--- config.mk ---
export PLATFORM = sky130hd
export DESIGN_NAME = tlc_phase_sequencer
export DESIGN_NICKNAME = d
export VERILOG_FILES = /design/src/rtl/tlc_phase_sequencer.sv
export SDC_FILE = /design/constraint.sdc
export NUM_CORES = 1
export LEC_CHECK = 0
export CORE_ASPECT_RATIO = 0.8
export CORE_MARGIN = 8
export CORE_UTILIZATION = 35
export CTS_CLUSTER_DIAMETER = 30
export DETAILED_ROUTE_END_ITERATION = 7
export DONT_BUFFER_PORTS = 1
export RECOVER_POWER = 25
export SLEW_MARGIN = 40
export SYNTH_ARGS = -nofsm -noshare
export SYNTH_HDL_FRONTEND = slang
export SYNTH_SLANG_ARGS = --single-unit
export TNS_END_PERCENT = 30
--- constraint.sdc ---
create_clock -name clk -period 2.93 [get_ports clk]
set_clock_uncertainty 0.1 [all_clocks]
set_input_delay 0.1465 -clock clk [delete_from_list [all_inputs] [get_ports clk]]
set_output_delay 0.1465 -clock clk [all_outputs]
set_load 0.1 [all_outputs]
--- src/rtl/tlc_phase_sequencer.sv ---
// ---------------------------------------------------------------------------
// tlc_phase_sequencer
//
// Timing front-end for the four-way traffic-light controller. Steps the
// phase index through 0..5 with a programmable dwell per phase. It emits a
// one-cycle advance strobe when a new phase becomes visible, so the lamp
// decoder downstream only changes phase when the dwell expires.
//
// Phase green sets (approach l1..l4 = det/demand bit 0..3):
//   0 = l1+l3, 1 = l2+l4, 2 = l1, 3 = l2, 4 = l3, 5 = l4
//
// Parameters:
//   TICK_DIV     clk cycles per timing tick (1..65536)
//   DUAL_TICKS   dwell in ticks of phases 0 and 1 (1..255)
//   SINGLE_TICKS dwell in ticks of phases 2..5 (1..255)
//   MIN_TICKS    shortened dwell of an undemanded single phase
//                (1..255, <= SINGLE_TICKS); used only with the option below
//
// Ports:
//   clk     in   system clock, all state on rising edge
//   rst     in   asynchronous, active-high reset
//   det     in   [3:0] vehicle detectors, synchronous level
//   hold    in   freeze timing while high (demand latch keeps updating)
//   phase   out  [2:0] current phase 0..5
//   adv     out  one-cycle strobe, high in first cycle of a new phase
//   remain  out  [7:0] ticks left in the current phase
//   demand  out  [3:0] latched demand per approach
//
// Build option:
//   TLC_DEMAND_SKIP_EN  when defined, a single phase (2..5) whose approach
//                       has no latched demand at load time gets MIN_TICKS
//                       instead of SINGLE_TICKS. When undefined, demand is
//                       still latched and visible but does not affect timing.
// ---------------------------------------------------------------------------
module tlc_phase_sequencer #(
  parameter int TICK_DIV     = 4,
  parameter int DUAL_TICKS   = 3,
  parameter int SINGLE_TICKS = 2,
  parameter int MIN_TICKS    = 1
) (
  input  logic       clk,
  input  logic       rst,
  input  logic [3:0] det,
  input  logic       hold,
  output logic [2:0] phase,
  output logic       adv,
  output logic [7:0] remain,
  output logic [3:0] demand
);

  // Terminal prescaler value. TICK_DIV = 65536 maps onto 16'hFFFF.
  localparam logic [15:0] PRE_MAX   = 16'(TICK_DIV - 1);
  localparam logic [7:0]  DUAL_LD   = 8'(DUAL_TICKS);
  localparam logic [7:0]  SINGLE_LD = 8'(SINGLE_TICKS);
  localparam logic [7:0]  MIN_LD    = 8'(MIN_TICKS);

`ifdef TLC_DEMAND_SKIP_EN
  localparam bit SKIP_EN = 1'b1;
`else
  localparam bit SKIP_EN = 1'b0;
`endif

  typedef enum logic [2:0] {
    PH_L13 = 3'd0,
    PH_L24 = 3'd1,
    PH_L1  = 3'd2,
    PH_L2  = 3'd3,
    PH_L3  = 3'd4,
    PH_L4  = 3'd5
  } phase_t;

  phase_t      state;
  phase_t      state_nxt;

  logic [15:0] pre;
  logic [15:0] pre_nxt;
  logic [7:0]  remain_q;
  logic [7:0]  remain_nxt;
  logic [7:0]  dwell_nxt;
  logic        adv_q;
  logic        adv_nxt;
  logic [3:0]  demand_q;
  logic [3:0]  demand_nxt;
  logic [3:0]  green_cur;
  logic [3:0]  green_nxt;
  logic        tick;
  logic        expire;

  // Approaches that are green in a given phase.
  function automatic logic [3:0] green_mask(input phase_t p);
    case (p)
      PH_L13:  green_mask = 4'b0101;
      PH_L24:  green_mask = 4'b1010;
      PH_L1:   green_mask = 4'b0001;
      PH_L2:   green_mask = 4'b0010;
      PH_L3:   green_mask = 4'b0100;
      PH_L4:   green_mask = 4'b1000;
      default: green_mask = 4'b0000;
    endcase
  endfunction

  // -------------------------------------------------------------------------
  // Timing strobes
  // -------------------------------------------------------------------------
  always_comb begin
    tick   = (pre == PRE_MAX) && !hold;
    expire = tick && (remain_q == 8'd1);
  end

  // -------------------------------------------------------------------------
  // FSM: state register
  // -------------------------------------------------------------------------
  always_ff @(posedge clk or posedge rst) begin
    if (rst) begin
      state <= PH_L13;
    end else begin
      state <= state_nxt;
    end
  end

  // -------------------------------------------------------------------------
  // FSM: next-state logic (advances only when the dwell expires)
  // -------------------------------------------------------------------------
  always_comb begin
    state_nxt = state;
    if (expire) begin
      case (state)
        PH_L13:  state_nxt = PH_L24;
        PH_L24:  state_nxt = PH_L1;
        PH_L1:   state_nxt = PH_L2;
        PH_L2:   state_nxt = PH_L3;
        PH_L3:   state_nxt = PH_L4;
        PH_L4:   state_nxt = PH_L13;
        default: state_nxt = PH_L13;
      endcase
    end
  end

  // -------------------------------------------------------------------------
  // FSM: output logic
  // -------------------------------------------------------------------------
  always_comb begin
    phase     = state;
    green_cur = green_mask(state);
    green_nxt = green_mask(state_nxt);
  end

  // -------------------------------------------------------------------------
  // Datapath next-state: prescaler, dwell counter, strobe, demand latch
  // -------------------------------------------------------------------------
  always_comb begin
    // Prescaler freezes while held so release resumes mid-tick.
    pre_nxt = pre;
    if (!hold) begin
      if (pre == PRE_MAX) begin
        pre_nxt = '0;
      end else begin
        pre_nxt = pre + 16'd1;
      end
    end

    // Dwell of the phase being entered. The demand used here is the value
    // from before this edge's latch update, so demand arriving on the
    // advance edge itself cannot lengthen the new phase.
    if (state_nxt == PH_L13 || state_nxt == PH_L24) begin
      dwell_nxt = DUAL_LD;
    end else if (SKIP_EN && ((demand_q & green_nxt) == 4'b0000)) begin
      dwell_nxt = MIN_LD;
    end else begin
      dwell_nxt = SINGLE_LD;
    end

    remain_nxt = remain_q;
    if (expire) begin
      remain_nxt = dwell_nxt;
    end else if (tick) begin
      remain_nxt = remain_q - 8'd1;
    end

    adv_nxt = expire;

    // Clear the bits of the phase being left, then OR in detectors:
    // a detector active on the advance edge keeps its bit set.
    demand_nxt = (demand_q & ~(expire ? green_cur : 4'b0000)) | det;
  end

  always_ff @(posedge clk or posedge rst) begin
    if (rst) begin
      pre      <= '0;
      remain_q <= DUAL_LD;
      adv_q    <= 1'b0;
      demand_q <= '0;
    end else begin
      pre      <= pre_nxt;
      remain_q <= remain_nxt;
      adv_q    <= adv_nxt;
      demand_q <= demand_nxt;
    end
  end

  assign remain = remain_q;
  assign adv    = adv_q;
  assign demand = demand_q;

endmodule

==> results.yml, run 1 <==
power_and_ir_drop:
  leakage_uw: 0.0008517
  intPower_uw: 783.0
  swShare: 0.2763
  pwr_density_cell_mw_per_mm2: 555.7
  vdd_drop_max_mv: 0.3465
  seqPwrFrac: 0.518
  p_switching_uw: 298.9
  pwr-share-comb: 0.138
  clock_power_share: 0.344
floorplanning:
  die_area_mm2: 0.007085
  ios: 23
  die_width_um: 92.13
  die_h_um: 76.91
  coreArea_mm2: 0.004514
  rows: 22
  start_util: 0.3595
placement:
  placement.io_buffers: 0
  dp_hpwl_mm: 2.485
  globalplace.congestion: 0.8114
  dpl.cell_count: 219
final_layout:
  mostFrequentLayoutCell: "dfrtp_1"
  area_delta_synth_final_pct: 19.97
  layout_common_cells: "28 x dfrtp_1, 18 x nor2_1, 15 x buf_4, 10 x xnor2_1"
  drive_gt1_frac: 0.2659
  nFillCells: 463
  fin_cells: 233
  antennaDiodeCount: 0
  register_area_um2: 805.8
  nets: 182
  multi_input_area_um2: 763.2
min_path:
  min_path_type: "in2reg"
yosys:
  synth_warnings: 0
  syn_area_mm2: 0.001623
  synth.distinct_cells: 40
  avgSynthCellArea_um2: 11.04
  seq_area_frac_synth: 0.4950
  synth-seq-cells: 32
  synthCells: 147
  syn-num-nets: 157
clock_tree:
  tritoncts: "built"
  cts_made_buffers: 5
  cts_root_buffer: "clkbuf_8"
  cts_max_path_buffers: 2
  htreeDepth: 2
  numClockSinks: 32
  clk-insertion-delay-late_ns: 0.28
  post-cts-setup-buffer-count: 0
  path_clk_slew_ns: 0.07
global_route:
  grt_pass1_wl_mm: 6.023
  grt_use_total: 0.1061
  grt_start_max_net_pins: 33
  antenna_found_initial: 0
  grt_pass1_vias: 1262
  gr-total-overflow: 0
setup_path:
  crit_type: "reg2reg"
  endpoint_kind: "flip-flop"
  crit_fanout: 7
  crit_required_ns: 3.00
  critPathArrivalTime_ns: 2.10
  startpoint_type: "flip-flop"
timing:
  hold_violations: 0
  drv_slew: 0
  setup_tns_ns: 0
  tightest_slew_ns: 0.4961
  maxSlewHeadroom: 0.6693
  period_share: 0.6941
  finalSetupViolCount: 0
  rsz0062_at_grt: "no"
  timing.fmax_mhz: 491.7
  min_period_ns: 2.034
route:
  route.met3.wl_um: 150
  drcViolationCount: 0
  vias: 1147
  routed_wl_mm: 3.453
  wl_met2_mm: 1.553
  maxUsedRoutingLayer: "met4"
  routed_via_density: 4.923
  antenna_left: 0
  met1Wirelength_mm: 1.685
  wl_per_cell_um: 14.82
  drtIter0Drc: 69
  dr.pass1.iters: 4
run:
  cap_viol_max_count: 0
run_status:
  status: "completed"
-- flip-flops by register name, summed over array words and instances, names as in the netlist --
name and cells:
demand 4, phase 3, adv 1, pre 16
remain 8
-- final timing paths --
path                            from   endpoint  slack, ns  cells after the start
max reg2reg                remain[0]   phase[0]       0.90                      5
min in group asynchronous        rst  demand[0]       0.30                      3
max                        remain[0]   phase[0]       0.90                      5
max in group asynchronous        rst  remain[1]       2.10                      3
min                             hold     pre[4]       0.08                      2
min reg2reg                  pre[13]    pre[13]       0.43                      1
-- metrics by stage --
stage          setup WS [ns]  power, µW  instance area, µm²  utilization  hold slack, ns
2_1_floorplan         0.6682      670.9                1623            -          0.1388
3_3_place_gp          0.9509      699.7                1784       0.3952         0.04527
3_5_place_dp          0.8853      713.8                1787       0.3958         0.05743
4_1_cts               0.8692       1101                1947       0.4313         0.07127
5_1_grt               0.7873       1136                1947       0.4313         0.08100
6_report              0.8963       1082                1947       0.4313         0.07610
-- critical path, cell delays in order, from the launching register on --
cell and delay, ns:
dfstp_2 0.54, ha_1 0.18, nor3b_1 0.28, nand2_1 0.24
nor2_1 0.22, mux2_2 0.36
-- Yosys cell counts (all sizes together) --
cell type	number	area [µm²]
a211o	1	10.01
a21o	1	7.510
a21oi	5	25.02
a31oi	1	6.260
and2	1	6.260
and2b	1	8.760
and3	1	6.260
and4	1	10.01
buf	2	22.52
clkbuf	1	3.750
dfrtp	30	750.7
dfstp	2	52.55
ha	3	37.54
inv	8	30.03
mux2	5	60.05
mux2i	1	10.01
nand2	8	30.03
nand3	4	30.03
nand3b	1	7.510
nand4	4	31.28
nand4b	2	17.52
nor2	18	67.56
nor2b	1	6.260
nor3	9	55.05
nor3b	3	22.52
nor4	6	77.58
nor4b	1	23.77
o21ai	5	25.02
o2bb2ai	1	8.760
o31ai	2	15.01
or3	1	6.260
or4	1	11.26
xnor2	10	87.58
xor2	6	52.55
-- power groups by stage --
| stage | Clock, µW | Sequential (µW) | Combinational [µW] |
|---|---|---|---|
| floorplan | 0 | 552 | 119 |
| global placement | 0 | 563 | 136 |
| detailed placement | 0 | 568 | 145 |
| CTS | 385 | 561 | 155 |
| global route | 403 | 567 | 166 |
| finish | 372 | 560 | 149 |
-- layout make-up --
cell class                      instances  share of cell area
Inverter                                8             0.01542
Sequential cell                        32              0.4139
Multi-Input combinational cell        104              0.3920
Timing Repair Buffer                   21             0.08869
Tap cell                               60             0.03856
Clock buffer                            8             0.05141
-- layer usage --
metal,vias to the layer above,global-route usage
met5,-,0
met4,0,0.05778
met3,5,0.03016
met2,21,0.1612
met1,556,0.1324
li1,565,-
-- cell families after synthesis --
logic type	Yosys count	synth area share
xor gates and xnor gates	16	0.08635
buffers and inverters	11	0.03469
muxes	6	0.04317
AOI/OAI and AO/OA	16	0.06014
DFF	32	0.4950
and+or+nand+nor	63	0.2575
adders and majority gates	3	0.02313
-- timing repair --
| action | in CTS | in global routing |
|---|---|---|
| resized for setup | 0 | 0 |
| hold buffers | 6 | 0 |
| hold endpoints to repair | 37 | 0 |
(Power assumes the default switching activity.)
==> run 2, diff against run 1 <==
clock period = 1.71 ns   (was 2.93 ns; I/O delays follow)
==> run 2 against run 1 <==
  * Combinational power rose to 3.9 times the previous value
  * The flow now finishes with violations (negative setup slack)
  * Global-route usage is 1.0 points higher
  * Wire length is 15% higher
  * Final cell count rose by 17%
  * Clock power grew 95%
  * Maximum frequency increased by 10%
  * First-iteration DRC count down 74%
  * Sequential cell count unchanged
  * Die area is the same
==> results.yml, run 2 (synthesized netlist as in run 1, its figures left out) <==
power_and_ir_drop:
  leakage_uw: 0.001048
  vdd_drop_max_mv: 0.5353
  pwr_density_cell_mw_per_mm2: 932.0
placement:
  globalplace.congestion: 0.7824
  placement.io_buffers: 0
  placed_area_mm2: 0.002071
  dp_hpwl_mm: 2.921
clock_tree:
  clk-insertion-delay-late_ns: 0.28
  numClockSinks: 32
  tritoncts: "built"
  cts_made_buffers: 5
  cts_max_path_buffers: 2
  htreeDepth: 2
  cts_root_buffer: "clkbuf_8"
  path_clk_slew_ns: 0.07
route:
  routed_via_density: 4.978
  vias: 1354
  antenna_left: 0
  drtIter0Drc: 18
  dr.pass1.iters: 4
  drcViolationCount: 0
  wl_per_cell_um: 14.59
  routed_wl_mm: 3.969
run_status:
  violations: "negative setup slack"
  status: "finished with violations"
timing:
  rsz0062_at_grt: "yes"
  maxSlewHeadroom: 0.5663
  period_share: 1.078
  final.setup.worst_slack_ns: -0.1341
  whs_ns: 0.05671
  timing.fmax_mhz: 542.3
  min_period_ns: 1.844
  hold_violations: 0
  tightest_slew_ns: 0.6506
  drv_slew: 0
  finalSetupViolCount: 17
floorplanning:
  die_h_um: 76.91
  die_width_um: 92.13
  die_area_mm2: 0.007085
  coreArea_mm2: 0.004514
  start_util: 0.3595
  ios: 23
  rows: 22
setup_path:
  crit_fanout: 5
  worst_path_max_delay_cell: "dfrtp_1"
  crit_path_max_incr_delay_ns: 0.36
  endpoint_kind: "flip-flop"
  critPathLaunch: "pre[0]"
  worst-path-buf-inv: 1
  startpoint_type: "flip-flop"
  critPathArrivalTime_ns: 1.92
  cp_top_family: "simple AND/OR/NAND/NOR gates"
  crit_type: "reg2reg"
  path_cells: "ha_2 -> nor4b_4 -> buf_4 -> and4_4 -> nand3_2 -> mux2_4"
  r2r_start: "pre[0]"
  crit_required_ns: 1.78
global_route:
  grt_pass1_vias: 1488
  grt_use_total: 0.1166
  grt_pass1_wl_mm: 6.699
  gr-total-overflow: 0
  grt_start_max_net_pins: 26
  antenna_found_initial: 0
final_layout:
  final_area_mm2: 0.002380
  largest-register: "pre"
  largest_reg_flops: 16
  antennaDiodeCount: 0
  layout_common_cells: "49 x buf_4, 26 x dfrtp_1, 15 x nor2_1, 10 x xnor2_1, 8 x dlygate4sd3_1"
  mostFrequentLayoutCell: "buf_4"
  drive_gt1_frac: 0.4717
  area_delta_synth_final_pct: 46.65
  nets: 221
min_path:
  worstHoldStart: "hold"
  min_path_type: "in2reg"
run:
  cap_viol_max_count: 0
[run 2: cell count changes in the layout (fill, tap and decap cells not counted), moves of 3 or more]
cell     before  now
o21ai_1       0    4
buf_4        15   49
nor2_1       18   15
o21ai_0       5    1
[run 2: final timing paths]
check / to / slack, ns / depth (start not counted)
hold / removal: remain[2] / 0.06 / 4
max in group asynchronous: remain[4] / 0.47 / 3
hold reg to reg: demand[1] / 0.40 / 1
setup / recovery: remain[6] / -0.13 / 6
min in group asynchronous: phase[2] / 0.08 / 2
setup reg to reg: remain[6] / -0.13 / 6
[run 2: what timing repair did]
item                                    4_1_cts  5_1_grt
gates cloned                                  0        0
endpoints found under the setup margin       17       24
gates resized for setup                      11        9
setup buffers                                 3        3
pin swaps                                     6        4
hold buffers                                  8        0
endpoints found under the hold margin        37        0
[run 2: layout make-up]
type                    count  area [µm²]
well taps                  60       75.07
fillers                   409        2135
flip-flops and latches     32       815.8
inverters                   8       30.03
repair buffers             60       475.5
multi-input cells         104       872.1
clock inverters             3       42.54
clock buffers               5       68.82
[run 2: worst reg2reg max path, cell delays in order (launching register included)]
cell     delay (ns)
dfrtp_1        0.36
ha_2           0.19
nor4b_4        0.28
buf_4          0.18
and4_4         0.24
nand3_2        0.09
mux2_4         0.30
[run 2: routing by layer]
layer | wire length (µm) | up-vias | track usage
li1 | - | 645 | -
met1 | 1618 | 674 | 0.1273
met2 | 2048 | 27 | 0.1969
met3 | 224 | 8 | 0.04280
met4 | 78 | 0 | 0.05297
met5 | 0 | - | 0
[run 2: where the power goes]
part / switching (µW) / leakage (µW) / internal (µW)
Combinational: 232 / 0.000602 / 349
Clock: 296 / 0.0000541 / 431
Sequential: 72.8 / 0.000392 / 837
[run 2: through the flow]
step	instances	setup TNS, ns	power (µW)	setup WS, ns	utilization
final	272	-1.361	2218	-0.1341	0.5272
after global routing	272	-3.462	2322	-0.2362	0.5272
after CTS	269	-1.114	2211	-0.1302	0.5147
after detailed placement	250	-1.469	1378	-0.1590	0.4587
after global placement	250	-0.9790	1350	-0.1283	0.4587
after floorplan	147	-1.881	1149	-0.2591	-
==> run 3, diff against run 2 <==
SETUP_SLACK_MARGIN = 0.4   (was default)
==> run 3 against run 2 <==
  * First-iteration DRC count increased by 50%
  * Worst setup slack got worse by 0.041 ns
  * Final cell count decreased by 1.8%
  * Core utilization rose by 1.1 points
  * The flow still finishes with violations (negative setup slack)
  * Sequential power rose by 0.5%
  * Critical endpoint unchanged
  * Critical path depth is 1 lower
  * Register-to-register slack worse by 0.04 ns
  * Via count down 2.7%
  * Sequential cell count is the same
  * Clock-buffer cell count unchanged
==> results.yml, run 3 (synthesized netlist as in run 1, its figures left out) <==
floorplanning:
  die_width_um: 92.13
  coreArea_mm2: 0.004514
  die_h_um: 76.91
  ios: 23
  die_area_mm2: 0.007085
  start_util: 0.3595
  rows: 22
timing:
  drv_slew: 0
  period_share: 1.103
  maxSlewHeadroom: 0.6107
  final.setup.worst_slack_ns: -0.1754
  whs_ns: 0.04508
  tightest_slew_ns: 0.5840
  finalSetupViolCount: 16
  hold_violations: 0
  timing.fmax_mhz: 530.4
  min_period_ns: 1.885
  rsz0062_at_grt: "yes"
  setup_tns_ns: -1.310
final_layout:
  nets: 216
  mostFrequentLayoutCell: "buf_4"
  fin_cells: 267
  drive_gt1_frac: 0.5072
  layout_common_cells: "37 x buf_4, 26 x dfrtp_1, 12 x nor2_1, 10 x xnor2_1, 10 x buf_6"
  final_area_mm2: 0.002430
  largest-register: "pre"
  nFillCells: 382
  antennaDiodeCount: 0
  area_delta_synth_final_pct: 49.73
  largest_reg_flops: 16
run_status:
  violations: "negative setup slack"
  status: "finished with violations"
route:
  drtIter0Drc: 27
  drcViolationCount: 0
  routed_via_density: 4.936
  dr.pass1.iters: 4
  wl_per_cell_um: 14.63
  routed_wl_mm: 3.906
  vias: 1318
  antenna_left: 0
min_path:
  min_path_type: "in2reg"
  whs_path_depth: 4
global_route:
  grt_pass1_wl_mm: 6.568
  grt_pass1_vias: 1403
  grt_use_total: 0.1160
  gr-total-overflow: 0
  antenna_found_initial: 0
  grt_start_max_net_pins: 25
power_and_ir_drop:
  leakage_uw: 0.001033
  vdd_drop_max_mv: 0.4637
  pwr_density_cell_mw_per_mm2: 840.5
placement:
  dpl.cell_count: 250
  placed_area_mm2: 0.002071
  dp_hpwl_mm: 2.867
  globalplace.congestion: 0.7942
  placement.io_buffers: 0
setup_path:
  crit_required_ns: 1.79
  startpoint_type: "flip-flop"
  critPathArrivalTime_ns: 1.96
  crit_type: "reg2reg"
  worstRegToRegCells: 5
  endpoint_kind: "flip-flop"
  crit_fanout: 5
clock_tree:
  cts_made_buffers: 5
  tritoncts: "built"
  path_clk_slew_ns: 0.07
  numClockSinks: 32
  cts_root_buffer: "clkbuf_8"
  clk-insertion-delay-late_ns: 0.29
  htreeDepth: 2
  cts_max_path_buffers: 2
run:
  cap_viol_max_count: 0
run 3: routing by layer:
layer | track usage | share of wire | up-vias
li1 | - | - | 630
met1 | 0.1210 | 0.41 | 649
met2 | 0.1940 | 0.51 | 30
met3 | 0.05350 | 0.060 | 9
met4 | 0.05457 | 0.019 | 0
met5 | 0 | 0 | -
run 3: timing repair:
action / 4_1_cts / 5_1_grt
setup buffers: 3 / 0
hold endpoints to repair: 39 / 0
setup endpoints to repair: 33 / 36
resized for setup: 19 / 27
hold buffers: 6 / 0
pin swaps: 9 / 13
run 3: worst max-delay path, stage by stage, from the launching register on:
cell	delay, ns
dfrtp_1	0.39
nor4_2	0.43
buf_4	0.19
and4_4	0.27
nand3_2	0.10
mux2_4	0.31
run 3: worst paths after layout:
check | from | endpoint | slack [ns]
worst max-delay path | pre[8] | remain[6] | -0.18
worst min-delay path | hold | pre[5] | 0.05
worst max register to register | pre[8] | remain[6] | -0.18
worst min register to register | demand[1] | demand[1] | 0.39
max in group asynchronous | rst | pre[1] | 0.51
min in group asynchronous | rst | remain[2] | 0.10
run 3: layout make-up:
| cell class | count | area (µm²) | area share |
|---|---|---|---|
| tap | 60 | 75.07 | 0.03090 |
| clock buffer | 5 | 68.82 | 0.02832 |
| inverter | 8 | 30.03 | 0.01236 |
| sequential | 32 | 815.8 | 0.3357 |
| timing repair buffer | 55 | 475.5 | 0.1957 |
| multi-input combinational | 104 | 940.9 | 0.3872 |
| clock inverter | 3 | 23.77 | 0.009784 |
run 3: power breakdown:
group | internal, µW | leakage (µW) | switching (µW)
clock network | 288 | 0.0000404 | 312
logic | 305 | 0.000600 | 223
registers | 836 | 0.000392 | 78.1
total | 1430 | 0.00103 | 613
run 3: metrics by stage:
step,worst slack (ns),util,total power [µW]
global route,-0.2611,0.5382,2172
global placement,-0.1224,0.4587,1352
CTS,-0.1075,0.5105,2024
floorplan,-0.2591,-,1149
detailed placement,-0.1546,0.4587,1374
finish,-0.1754,0.5382,2042
